--- src/rtl/ssd_pkg.sv ---
// ssd_pkg: segment constants, digit-enable constants and hex decoder for the SSD scan controller
// Segment bytes are {a,b,c,d,e,f,g,dp}, active-low; the dp bit is 1 (off) in every hex constant.
package ssd_pkg;
    localparam logic [7:0] SEG_BLANK = 8'hFF;
    localparam logic [7:0] SEG_0 = 8'b0000_0011;
    localparam logic [7:0] SEG_1 = 8'b1001_1111;
    localparam logic [7:0] SEG_2 = 8'b0010_0101;
    localparam logic [7:0] SEG_3 = 8'b0000_1101;
    localparam logic [7:0] SEG_4 = 8'b1001_1001;
    localparam logic [7:0] SEG_5 = 8'b0100_1001;
    localparam logic [7:0] SEG_6 = 8'b0100_0001;
    localparam logic [7:0] SEG_7 = 8'b0001_1111;
    localparam logic [7:0] SEG_8 = 8'b0000_0001;
    localparam logic [7:0] SEG_9 = 8'b0000_1001;
    localparam logic [7:0] SEG_A = 8'b0001_0001;
    localparam logic [7:0] SEG_B = 8'b1100_0001;
    localparam logic [7:0] SEG_C = 8'b0110_0011;
    localparam logic [7:0] SEG_D = 8'b1000_0101;
    localparam logic [7:0] SEG_E = 8'b0110_0001;
    localparam logic [7:0] SEG_F = 8'b0111_0001;
    localparam logic [3:0] POS_OFF = 4'b1111;
    typedef enum logic {UPD_IDLE, UPD_ACK} upd_state_t;
    function automatic logic [7:0] hex2seg(input logic [3:0] h);
        case (h)
            4'h0: return SEG_0;
            4'h1: return SEG_1;
            4'h2: return SEG_2;
            4'h3: return SEG_3;
            4'h4: return SEG_4;
            4'h5: return SEG_5;
            4'h6: return SEG_6;
            4'h7: return SEG_7;
            4'h8: return SEG_8;
            4'h9: return SEG_9;
            4'hA: return SEG_A;
            4'hB: return SEG_B;
            4'hC: return SEG_C;
            4'hD: return SEG_D;
            4'hE: return SEG_E;
            default: return SEG_F;
        endcase
    endfunction
endpackage

--- src/rtl/ssd_refresh_div.sv ---
// ssd_refresh_div: digit-slot prescaler, pulses tick once every REFRESH_DIV enabled cycles
// Ports: clk, rst_n (async active-low), en (count enable, holds count when low), tick (slot end).
module ssd_refresh_div #(
    parameter int REFRESH_DIV = 100000,
    parameter int DIV_W = 17
) (
    input  logic clk,
    input  logic rst_n,
    input  logic en,
    output logic tick
);
    logic [DIV_W-1:0] div_cnt;
    assign tick = en && div_cnt == DIV_W'(REFRESH_DIV - 1);
    always_ff @(posedge clk or negedge rst_n) begin
        if (!rst_n) div_cnt <= '0;
        else if (tick) div_cnt <= '0;
        else if (en) div_cnt <= div_cnt + DIV_W'(1);
    end
endmodule

--- src/rtl/ssd_scan_ctrl.sv ---
// ssd_scan_ctrl: four-digit seven-segment scan controller with frame-atomic display updates
// Ports: clk, rst_n (async active-low); en (scan enable, dark and frozen when low);
//   digits[15:0] (digit k in [4k+3:4k]); dp_in[3:0] (1 = lit); blank_lz (leading-zero blanking);
//   upd_req/upd_ack (level request, one-cycle ack once the shadow is loaded);
//   position[3:0] (active-low digit enable); pattern[7:0] ({a..g,dp}, active-low).
module ssd_scan_ctrl
    import ssd_pkg::*;
#(
    parameter int REFRESH_DIV = 100000,
    parameter int DIV_W = 17
) (
    input  logic        clk,
    input  logic        rst_n,
    input  logic        en,
    input  logic [15:0] digits,
    input  logic [3:0]  dp_in,
    input  logic        blank_lz,
    input  logic        upd_req,
    output logic        upd_ack,
    output logic [3:0]  position,
    output logic [7:0]  pattern
);
    logic tick, fb, load, blank;
    logic [1:0] idx;
    logic [15:0] sh_dig;
    logic [3:0] sh_dp, nib, position_d;
    logic [7:0] seg, pattern_d;
    upd_state_t state, state_nxt;

    ssd_refresh_div #(.REFRESH_DIV(REFRESH_DIV), .DIV_W(DIV_W)) u_div (
        .clk  (clk),
        .rst_n(rst_n),
        .en   (en),
        .tick (tick)
    );

    assign fb = tick && idx == 2'd3;
    assign upd_ack = state == UPD_ACK;

    // Shadow only changes at a frame boundary (or while dark), so a frame never mixes old and new data.
    always_comb begin
        load = upd_req && (fb || !en);
        state_nxt = load ? UPD_ACK : UPD_IDLE;
    end

    always_ff @(posedge clk or negedge rst_n) begin
        if (!rst_n) state <= UPD_IDLE;
        else state <= state_nxt;
    end

    always_ff @(posedge clk or negedge rst_n) begin
        if (!rst_n) begin
            idx <= 2'd0;
            sh_dig <= '0;
            sh_dp <= '0;
        end else begin
            if (tick) idx <= idx + 2'd1;
            if (load) begin
                sh_dig <= digits;
                sh_dp <= dp_in;
            end
        end
    end

    // Digit idx is a leading zero when it and every more-significant nibble are zero.
    always_comb begin
        nib = sh_dig[{idx, 2'b00} +: 4];
        blank = blank_lz && idx != 2'd0 && (sh_dig >> {idx, 2'b00}) == 16'd0;
        seg = blank ? SEG_BLANK : hex2seg(nib);
        pattern_d = en ? {seg[7:1], ~sh_dp[idx]} : SEG_BLANK;
        position_d = en ? ~(4'b0001 << idx) : POS_OFF;
    end

    always_ff @(posedge clk or negedge rst_n) begin
        if (!rst_n) begin
            position <= POS_OFF;
            pattern <= SEG_BLANK;
        end else begin
            position <= position_d;
            pattern <= pattern_d;
        end
    end
endmodule
--- config.mk ---
export PLATFORM = sky130hd
export DESIGN_NAME = ssd_scan_ctrl
export DESIGN_NICKNAME = d
export VERILOG_FILES = /design/src/rtl/ssd_pkg.sv /design/src/rtl/ssd_refresh_div.sv /design/src/rtl/ssd_scan_ctrl.sv
export SDC_FILE = /design/constraint.sdc
export NUM_CORES = 1
export LEC_CHECK = 0
export CORE_UTILIZATION = 40
export CTS_CLUSTER_DIAMETER = 120
export DETAILED_ROUTE_END_ITERATION = 10
export GPL_ROUTABILITY_DRIVEN = 0
export HOLD_SLACK_MARGIN = 0.03
export PLACE_DENSITY = 0.58
export SLEW_MARGIN = 20
export SYNTH_ARGS = -nofsm -noshare
export SYNTH_HDL_FRONTEND = slang
export SYNTH_SLANG_ARGS = --single-unit
--- constraint.sdc ---
create_clock -name clk -period 2.85 [get_ports clk]
set_input_delay 0.855 -clock clk [delete_from_list [all_inputs] [get_ports clk]]
set_output_delay 0.855 -clock clk [all_outputs]
set_load 0.01 [all_outputs]
==> results of run 1 <==
==> worst max-delay path by stage <==
stage | from | endpoint | slack, ns
final | idx[0] | pattern[6] | 0.22
after global routing | idx[0] | pattern[6] | 0.10
after CTS | idx[0] | pattern[6] | 0.22
after detailed placement | idx[0] | pattern[6] | 0.25
after global placement | en | u_div.div_cnt[15] | 0.26
after floorplan | idx[0] | pattern[6] | 0.32
==> sequential cells by signal, indices dropped and copies added (netlist names) <==
name / count
pattern: 8
u_div.div_cnt: 17
sh_dig: 16
position: 4
idx: 2
sh_dp: 4
upd_ack: 1
==> area by class of cell <==
cell class,count,area [sq um],share of cell area (%)
multi-input combinational,237,1670,44.8
sequential,52,1320,35.3
timing repair buffer,51,483,12.9
tap,99,124,3.32
clock buffer,5,68.8,1.84
clock inverter,3,42.5,1.14
inverter,7,26.3,0.704
==> where the power goes <==
group          leakage [nW]  switching (W)  internal, W  total [W]
registers             0.581      0.0000867     0.000830   0.000917
clock network        0.0541       0.000256     0.000260   0.000516
logic                 0.899       0.000180     0.000181   0.000362
==> critical path: stages (launching register included) <==
cell,delay (ns)
dfrtp_1,0.42
mux4_1,0.66
inv_1,0.17
ha_1,0.20
nand2_1,0.06
or4_1,0.40
a2111o_1,0.49
o2111ai_1,0.15
==> cell usage in the layout, fill, tap and decap left out, types with 2 or more instances in the layout <==
master,n
nand3_1,10
ha_1,10
nor4bb_1,2
nor4b_1,2
inv_1,7
xnor2_1,7
xor2_1,7
dfstp_2,12
o21ai_1,2
and2_1,3
mux4_1,2
o41ai_1,2
mux2i_1,6
a21oi_1,22
dfrtp_1,40
o211ai_1,22
nor3_1,3
mux2_2,4
a31oi_1,2
and3_1,25
o21ai_0,3
mux4_2,3
nor3b_2,2
nand4_1,25
nand2_1,38
buf_4,13
nor2_1,10
o2111ai_1,2
clkbuf_8,5
clkdlybuf4s50_1,36
nor4_1,6
==> metal layers <==
layer	part of all wire, %	GRT usage, %	up-vias
li1	-	-	1258
met1	45	25.7	1325
met2	50	34.4	44
met3	3.2	3.37	7
met4	1.1	5.11	0
met5	0	0	-
==> per-stage QoR <==
stage | area, sq um | setup slack (ns)
final | 3730 | 0.224
after global routing | 3730 | 0.100
after CTS | 3730 | 0.224
after detailed placement | 3620 | 0.253
after global placement | 3620 | 0.265
after floorplan | 3150 | 0.320
==> logic make-up after synthesis <==
| family | after synthesis | synth area share [%] |
|---|---|---|
| AOI/OAI and AO/OA | 63 | 13.5 |
| xor gates and xnor gates | 14 | 3.89 |
| adders and majority gates | 10 | 3.97 |
| buffers and inverters | 30 | 5.36 |
| DFF | 52 | 41.8 |
| muxes | 17 | 7.98 |
| and+or+nand+nor | 133 | 23.5 |
==> impl_metrics.ini, run 1 <==
[status]
outcome = finished, final reports clean

[timing]
rsz0062_at_grt = no
final_hold_viol_count = 0
tns_ns = 0
worstMarginPinSlew_ns = 0.798
maxSlewViolCount = 0
period_minus_slack_ns = 2.63
setup_viol = 0
timing.slew.headroom_pct = 46.8
fin_skew_ns = 0.0128
whs_ns = 0.507
min_period_over_period_pct = 92.2
fmax_ghz = 0.381

[synthesis]
yosys_warnings = 0
synth_common_cells = dfrtp_1 (40), nand2_1 (38), and3_1 (25), nand4_1 (25)
ys_seq_area_share_pct = 41.8
synth_area_leaders = dfrtp_1 (32%), dfstp_2 (10%), o211ai_1 (5.2%)
yosysUniqueCellTypes = 49
synth_top_area_share_pct = 31.8
yosysTopAreaCell = dfrtp_1
synthCells = 319
avgSynthCellArea_sq_um = 9.88
syn-num-nets = 354
ys_ff_latch = 52
synth_edf_count = 0
synthFlopType = dfrtp_1
synth.most_common_cell = dfrtp_1
async_reset_ff_share_pct = 100
syn_area_sq_um = 3150

[clocking]
post_cts_buffers = 0
clock-sinks = 52
clockBufferDepth = 2
clk_latency_ns = 0.31
htreeDepth = 2
cts.repair.resized = 0
clk_pin_slew_ns = 0.11
root_buffer = clkbuf_8
cts_hold_buf = 0
cts_tree = yes
cts_buffers = 5

[power_and_ir_drop]
cellLeakagePower_nw = 1.53
total_power_w = 0.00179
powerDensity_nw_per_um2 = 481
max-vdd-ir-drop_mv = 0.260

[critical_path]
cp-start-kind = flip-flop
crit_fanout = 7
crit_required_ns = 3.08
r2r_end = pattern[6]
ff2ff_setup_slack_ns = 0.22
rr_startpoint = idx[0]
end_kind = flip-flop
ff2ff_path_depth = 7
cp.arrival_ns = 2.85
crit_type = reg2reg

[routing]
drtIter0Drc = 124
routedWlPerCell_um = 17.2
num_vias = 2634
totalWireLength_um = 7830
avgViaCountPerCell = 5.80
drc = 0
drt_pass1_iterations = 4
antenna_left = 0

[global_routing]
grt_max_degree = 53
grt_pass1_wl_um = 13200
antenna_found_initial = 0
grt_usage_pct = 19.9
grt_overflow = 0
grt_pass1_vias = 2624

[cells_and_area]
drive_above_1_share_pct = 14.1
diodes = 0
fill_cells = 692
nets = 389
syn_to_final_growth_pct = 18.4
fin_cells = 454
fin_util_pct = 50.1

[min_path]
holdPathStages = 1
min-delay-start = u_div.div_cnt[4]
hold_end = u_div.div_cnt[4]
min-delay-path-class = reg2reg

[die]
rows = 31
core_area_sq_um = 7450
start_util_pct = 42.3
dieArea_sq_um = 8240
die_w_um = 90.8
top_level_ports = 38
die_h_um = 90.8

[placed_design]
post-dp-hpwl_um = 5320
dp_cells = 446
io_buffers = 37

[flow_run]
cap_violations = 0
Power figures use the tool's default switching activity.
==> run 2, diff against run 1 <==
--- a/config.mk
+++ b/config.mk
@@ -9,7 +9,6 @@
 export CTS_CLUSTER_DIAMETER = 120
 export DETAILED_ROUTE_END_ITERATION = 10
 export GPL_ROUTABILITY_DRIVEN = 0
-export HOLD_SLACK_MARGIN = 0.03
 export PLACE_DENSITY = 0.58
 export SLEW_MARGIN = 20
 export SYNTH_ARGS = -nofsm -noshare
==> results of run 2 <==
The final DEF is identical to that of run 1; final timing and power are the same.
